File: config.mk
export PLATFORM = sky130hd
export DESIGN_NAME = mem_access
export DESIGN_NICKNAME = d
export VERILOG_FILES = /design/src/rtl/mem_access.sv
export SDC_FILE = /design/constraint.sdc
export NUM_CORES = 1
export LEC_CHECK = 0
export BUFFER_PORTS_ARGS = -buffer_cell sky130_fd_sc_hd__buf_4
export CORE_AREA = 5 5 96 98
export DETAILED_ROUTE_END_ITERATION = 16
export DIE_AREA = 0 0 101 103
export PLACE_DENSITY = 0.82
export SLEW_MARGIN = 20
export SYNTH_ARGS = -nofsm -noshare
export SYNTH_HDL_FRONTEND = slang
export SYNTH_SLANG_ARGS = --single-unit
File: constraint.sdc
create_clock -name clk -period 5.8 [get_ports clk]
set_clock_uncertainty 0.05 [all_clocks]
set_input_delay 0.29 -clock clk [delete_from_list [all_inputs] [get_ports clk]]
set_output_delay 0.29 -clock clk [all_outputs]
set_load 0.1 [all_outputs]
File: src/rtl/mem_access.sv
`default_nettype none
// ---------------------------------------------------------------------------
// mem_access : memory stage, single-outstanding req/gnt/rvalid data-bus access
// Revision   : 1.0
// ---------------------------------------------------------------------------
module mem_access #(
  parameter int unsigned TIMEOUT = 255
) (
  input  logic        clk,
  input  logic        rst_b,
  input  logic        lb_exe,
  input  logic        lh_exe,
  input  logic        lbu_exe,
  input  logic        lhu_exe,
  input  logic        lw_exe,
  input  logic        sb_exe,
  input  logic        sh_exe,
  input  logic        sw_exe,
  input  logic [31:0] mem_addr_exe,
  input  logic [31:0] reg_rdata2_exe,
  input  logic        reg_wen_exe,
  input  logic [4:0]  reg_waddr_exe,
  input  logic [31:0] reg_wdata_exe,
  output logic        dbus_req,
  output logic        dbus_we,
  output logic [31:0] dbus_addr,
  output logic [3:0]  dbus_be,
  output logic [31:0] dbus_wdata,
  input  logic        dbus_gnt,
  input  logic        dbus_rvalid,
  input  logic [31:0] dbus_rdata,
  output logic        hold_req_mem,
  output logic        reg_wen_mem,
  output logic [4:0]  reg_waddr_mem,
  output logic [31:0] reg_wdata_mem,
  output logic        bus_err_mem
);

  localparam int CNT_W = (TIMEOUT > 0) ? $clog2(TIMEOUT + 1) : 1;
  localparam logic [CNT_W-1:0] TO_VAL = CNT_W'(TIMEOUT);

  typedef enum logic [0:0] {IDLE = 1'b0, WAIT_R = 1'b1} state_t;

  state_t           state, state_nxt;
  logic [CNT_W-1:0] tmo_cnt;

  logic        is_load, is_store, mem_op;
  logic        waiting, complete, abort, load_done;
  logic [1:0]  lane;
  logic [7:0]  byte_sel;
  logic [15:0] half_sel;
  logic [31:0] load_data;

  assign is_load  = lb_exe | lh_exe | lbu_exe | lhu_exe | lw_exe;
  assign is_store = sb_exe | sh_exe | sw_exe;
  assign mem_op   = is_load | is_store;
  assign lane     = mem_addr_exe[1:0];

  assign waiting   = ((state == IDLE) & mem_op & ~dbus_gnt) | ((state == WAIT_R) & ~dbus_rvalid);
  assign load_done = (state == WAIT_R) & dbus_rvalid;
  assign complete  = ((state == IDLE) & mem_op & is_store & dbus_gnt) | load_done;
  assign abort     = (TIMEOUT != 0) & waiting & (tmo_cnt == TO_VAL);

  // Reset gates the combinational handshakes so nothing leaks out while held in reset.
  assign dbus_req     = rst_b & (state == IDLE) & mem_op & ~abort;
  assign hold_req_mem = rst_b & mem_op & ~complete & ~abort;
  assign dbus_we      = is_store;
  assign dbus_addr    = {mem_addr_exe[31:2], 2'b00};

  always_comb begin
    dbus_be    = 4'b0000;
    dbus_wdata = reg_rdata2_exe;
    if (sb_exe) begin
      dbus_be    = 4'b0001 << lane;
      dbus_wdata = {4{reg_rdata2_exe[7:0]}};
    end else if (sh_exe) begin
      dbus_be    = lane[1] ? 4'b1100 : 4'b0011;
      dbus_wdata = {2{reg_rdata2_exe[15:0]}};
    end else if (sw_exe) begin
      dbus_be    = 4'b1111;
    end
  end

  always_comb begin
    case (lane)
      2'd0:    byte_sel = dbus_rdata[7:0];
      2'd1:    byte_sel = dbus_rdata[15:8];
      2'd2:    byte_sel = dbus_rdata[23:16];
      default: byte_sel = dbus_rdata[31:24];
    endcase
    half_sel = lane[1] ? dbus_rdata[31:16] : dbus_rdata[15:0];
    if (lb_exe)       load_data = {{24{byte_sel[7]}}, byte_sel};
    else if (lbu_exe) load_data = {24'd0, byte_sel};
    else if (lh_exe)  load_data = {{16{half_sel[15]}}, half_sel};
    else if (lhu_exe) load_data = {16'd0, half_sel};
    else              load_data = dbus_rdata;
  end

  always_comb begin
    state_nxt = state;
    case (state)
      IDLE:    if (mem_op & is_load & dbus_gnt) state_nxt = WAIT_R;
      WAIT_R:  if (dbus_rvalid | abort)         state_nxt = IDLE;
      default: state_nxt = IDLE;
    endcase
  end

  always_ff @(posedge clk or negedge rst_b) begin
    if (!rst_b) begin
      state   <= IDLE;
      tmo_cnt <= '0;
    end else begin
      state <= state_nxt;
      if (complete | abort) tmo_cnt <= '0;
      else if (waiting)     tmo_cnt <= tmo_cnt + CNT_W'(1);
    end
  end

  always_ff @(posedge clk or negedge rst_b) begin
    if (!rst_b) begin
      reg_wen_mem   <= 1'b0;
      reg_waddr_mem <= 5'd0;
      reg_wdata_mem <= 32'd0;
      bus_err_mem   <= 1'b0;
    end else begin
      reg_wdata_mem <= load_done ? load_data : reg_wdata_exe;
      if (abort) begin
        reg_wen_mem   <= 1'b0;
        reg_waddr_mem <= reg_waddr_exe;
        bus_err_mem   <= 1'b1;
      end else if (hold_req_mem) begin
        reg_wen_mem   <= 1'b0;
        bus_err_mem   <= 1'b0;
      end else begin
        reg_wen_mem   <= reg_wen_exe;
        reg_waddr_mem <= reg_waddr_exe;
        bus_err_mem   <= 1'b0;
      end
    end
  end

endmodule
`default_nettype wire

After elaboration in Yosys (flattened, before gate mapping):

Cells that the tools add are included.
W data, S select, Z words.

* add/sub/neg operators: 1
* eq/ne operators: 4
* shift operators: 1
* multiplexer cells: 23
* bitwise gates (word level): 31
* reduce and logical (&&, ||, !) cells: 2

Operators with widths (number)
* $mux W32: 7
* $pmux W8 S3: 1
* $mux W16: 1
* $mux W4: 4
* $mux W8: 2
* $and A1 B1 Y1: 15
* $or A1 B1 Y1: 11
* $mux W5: 2
* $add A8 B1 Y8 const B: 1
* $eq A8 B8 Y1 const B: 1
* $mux W1: 5
* $not A1 Y1: 5
* $shl A1 B2 Y4 const A: 1
* $eq A2 B1 Y1 const B: 1
* $eq A2 B2 Y1 const B: 1
* $logic_not A2 Y1: 1
* $ne A2 B1 Y1 const B: 1
* $pmux W1 S2: 1
* $reduce_bool A2 Y1: 1

* register bits after elaboration: 48
* bits of input ports: 146
* output and inout bits: 110
* word-level logic and storage cells: 68

Longest topological paths before layout:

* depth in word-level cells: 14
* gate-level depth with buffers: 7

Worst setup path before layout:

OpenSTA, ideal clock, no wires.

* kind: flip-flop to output port
* from: register state
* to: output dbus_req
* arrival: 3.483 ns
* required time: 5.460 ns
* slack: 1.977 ns
* stages on the path, launching flop included: 6
* path buffers: 1
* cells stage by stage: dfrtp_1 > or4_4 > o41ai_4 > buf_4 > nor2_1 > nor3_1

* cells in the longest elaborated chain, start to end: 7
* elaborated cells on any way between the ends: 10
* those cells by class: 10 x bitwise

Ends and longest elaborated chain
* start: declaration: line 44 `state_t state, state_nxt;`
* start signal: assignment: line 113 `state <= state_nxt;`
* $not A1 Y1
* $and A1 B1 Y1 (2 in a row): line 59 `assign waiting = ((state == IDLE) & mem_op & ~dbus_gnt) | ((state == WAIT_R) & ~dbus_rvalid);`
* $or A1 B1 Y1 *: line 59
* $and A1 B1 Y1 *: line 62 `assign abort = (TIMEOUT != 0) & waiting & (tmo_cnt == TO_VAL);`
* via abort: line 48 `logic waiting, complete, abort, load_done;`
* $not A1 Y1 *: line 65 `assign dbus_req = rst_b & (state == IDLE) & mem_op & ~abort;`
* $and A1 B1 Y1 *: line 65
* end: declaration: line 24 `output logic dbus_req,`

Mark *: on every way through the listed nets, which the timed path passes. The rest lies on a longest branch.

Worst setup path after layout:

Ends and elaborated chain as after synthesis.

==> results.sh <==
export IMPL_slowest_stage="o41ai_4"
export IMPL_switching_share=0.4960
export IMPL_vias_per_cell=5.341
export IMPL_num_rows=34
export IMPL_yosys_warnings=0
export IMPL_hold_viol=0
export IMPL_timing_critical_path_from_type="register"
export IMPL_hp_class="in2reg"
export IMPL_routedWlPerCell_um=19.24
export IMPL_antenna_found_initial=0
export IMPL_pwr_share_seq=0.283
export IMPL_clock_root_buffer="clkbuf_8"
export IMPL_grt_pass1_wl_mm=17.47
export IMPL_synth_async_reset_ratio=1.000
export IMPL_synthFlopType="dfrtp_1"
export IMPL_finalWorstSetupSlack_ns=2.823
export IMPL_ys_seq_elements=48
export IMPL_worst_hold_path_num_cells=3
export IMPL_htree_levels=2
export IMPL_powerDensity_nw_per_um2=297.1
export IMPL_tns_ns=0
export IMPL_core_um2=8381
export IMPL_grt_pass1_vias=3422
export IMPL_leakage_uw=0.002258
export IMPL_cp_max_fo=11
export IMPL_synth_top_area_frac=0.3610
export IMPL_p_sw_uw=689.7
export IMPL_drive_gt1_frac=0.4547
export IMPL_power_internal_uw=700.8
export IMPL_whs_ns=0.1382
export IMPL_slew_violations=0
export IMPL_crit_type="reg2out"
export IMPL_routed_wirelength_mm=11.85
export IMPL_io_buffers=193
export IMPL_p_comb_frac=0.534
export IMPL_synth_edf_count=0
export IMPL_drc=0
export IMPL_layoutNonFillerInstCount=616
export IMPL_crit_path_end_kind="primary output"
export IMPL_synthCells=365
export IMPL_clock_sinks=48
export IMPL_cpPeakStageDelay_ns=0.61
export IMPL_maxSlewHeadroom=0.3364
export IMPL_dpl_worst_slack_ns=2.989
export IMPL_path_cells="or4_4 -> o41ai_4 -> nor2_1 -> nor3_1 -> buf_4"
export IMPL_status="finished clean"
export IMPL_finalSetupViolCount=0
export IMPL_area_growth_pct=40.69
export IMPL_dr_pass1_iters=4
export IMPL_drtIter0Drc=125
export IMPL_yosys_top_cells_area="dfrtp_1, buf_4, o21ai_0"
export IMPL_fin_nets=654
export IMPL_drv_cap=0
export IMPL_avgSynthCellArea_um2=9.115
export IMPL_clk_pin_slew_ns=0.09
export IMPL_dp_hpwl_mm=9.544
export IMPL_dieArea_um2=10400
export IMPL_dp_cells=607
export IMPL_grt_max_degree=50
export IMPL_antenna_cells=0
export IMPL_clockPowerShare=0.183
export IMPL_start_util=0.3970
export IMPL_ctsResizeCount=0
export IMPL_fin_crit_sh=0.5133
export IMPL_vias=3290
export IMPL_syn_cell_area_um2=3327
export IMPL_max_freq_mhz=335.9
export IMPL_vdd_drop_max_uv=128.1
export IMPL_ios=256
export IMPL_finalWorstPathRequiredPeriod_ns=2.977
export IMPL_required_ns=5.46
export IMPL_cts_tree="built"
export IMPL_ant_nets=0
export IMPL_tightest_slew_ns=0.9954
export IMPL_arrival_ns=2.64
export IMPL_cts_buffers=5
export IMPL_rsz0062_at_grt="false"
export IMPL_die_x_um=101
export IMPL_synth_top_cell_by_area="dfrtp_1"
export IMPL_clk_latency_ns=0.30
export IMPL_synth_seq_area_share=0.3610
export IMPL_routabilityCongestion=0.9330
export IMPL_dieHeight_um=103
export IMPL_grt_util_all_layers=0.2158
export IMPL_overflow=0
export IMPL_reg2reg_depth=5
export IMPL_clk_path_buf_depth=2
export IMPL_synth_distinct_cells=38
## registers in the layout (all words and copies together), names as in the netlist
name,cells
reg_wen_mem,1
tmo_cnt,8
reg_waddr_mem,5
state,1
bus_err_mem,1
reg_wdata_mem,32
## cells in the mapped netlist, types with 3 or more instances
cell	count
nor2_1	9
o21a_1	24
nand3_1	13
nand2_1	33
a21oi_1	36
buf_2	3
dfrtp_1	48
mux4_2	8
clkbuf_1	18
inv_1	14
mux2_2	8
xnor2_1	5
mux2_1	5
mux2i_1	19
o21ai_0	52
buf_4	41
a211oi_1	3
## worst max-delay path: cells and delay by family (launching register included)
kind                   cells  cell delay (ns)
AOI/OAI and AO/OA          1             0.61
buffers and inverters      1             0.33
DFF                        1             0.47
and+or+nand+nor            3             0.92
## stage by stage
| step | util | total power, uW | instance area, um^2 |
|---|---|---|---|
| 5_1_grt | 0.5585 | 1444 | 4681 |
| 2_1_floorplan | - | 1041 | 3331 |
| 4_1_cts | 0.5582 | 1400 | 4678 |
| 3_3_place_gp | 0.5426 | 1134 | 4547 |
| 6_report | 0.5585 | 1391 | 4681 |
| 3_5_place_dp | 0.5426 | 1144 | 4547 |
## layer usage
metal	up-vias	part of all wire	GRT usage
met5	-	0	0
met4	0	0.017	0.04806
met3	25	0.11	0.07916
met2	188	0.53	0.3990
met1	1555	0.35	0.2365
li1	1522	-	-
## power groups by stage
stage	Combinational (uW)	Clock, uW	Sequential, uW
after floorplan	397	0	644
after global placement	737	0	397
after detailed placement	744	0	400
after CTS	746	260	393
after global routing	774	274	397
final	743	255	393
## kinds of logic (layout without fill, tap and decap cells)
logic type	after synthesis	in the layout	synth area share
AOI/OAI and AO/OA	126	126	0.2373
buffers and inverters	78	220	0.1354
and+or+nand+nor	66	66	0.09290
DFF	48	48	0.3610
muxes	40	40	0.1553
xor gates and xnor gates	5	5	0.01316
adders and majority gates	1	1	0.003760
other	1	2	0.001127
## path summary, 6_finish.rpt
check / from / endpoint / slack (ns)
worst max-delay path: state / dbus_req / 2.82
worst min register to register: reg_waddr_mem[0] / reg_waddr_mem[0] / 0.46
min in group asynchronous: rst_b / reg_wdata_mem[5] / 0.50
worst min-delay path: reg_wdata_exe[2] / reg_wdata_mem[2] / 0.14
worst max register to register: state / reg_waddr_mem[1] / 3.36
max in group asynchronous: rst_b / tmo_cnt[4] / 4.78
## cells in the final DEF, fill, tap and decap left out
cell type,synthesis,final
nand2_1,33,33
bufinv_16,0,1
mux2_2,8,8
dlygate4sd3_1,0,1
o21ai_0,52,52
conb_1,1,2
a21o_1,1,1
and2_1,1,1
ha_1,1,1
or2_2,1,1
a31o_2,2,2
a21oi_1,36,36
nand2b_1,1,1
a211oi_1,3,3
inv_1,14,14
nor2_1,9,8
o31ai_1,2,2
nand3_1,13,13
nor2_2,0,1
mux2i_1,19,19
nor3_1,1,1
o21a_1,24,24
nor2_8,1,1
nand4_1,1,1
or2_1,1,1
xnor2_1,5,5
or4_4,1,1
a31oi_4,1,1
o21ai_4,1,1
o41ai_4,2,2
or3_1,2,2
clkbuf_8,0,6
buf_4,41,197
clkinv_4,0,1
o311ai_0,1,1
o21ai_1,1,1
dfrtp_1,48,48
mux4_2,8,8
nor2b_1,1,1
mux2_1,5,5
## area by class of cell
cell class / instances / area [um^2]
Multi-Input combinational cell: 240 / 1682
Clock inverter: 2 / 38.79
Tap cell: 108 / 135.1
Timing Repair Buffer: 198 / 1489
Fill cell: 754 / 3700
Inverter: 14 / 52.55
Clock buffer: 6 / 82.58
Sequential cell: 48 / 1201
## what timing repair did
action / 4_1_cts / 5_1_grt
hold buffers: 1 / 0
hold endpoints to repair: 48 / 0
buffers inserted: 0 / 0
(Power assumes the default switching activity.)
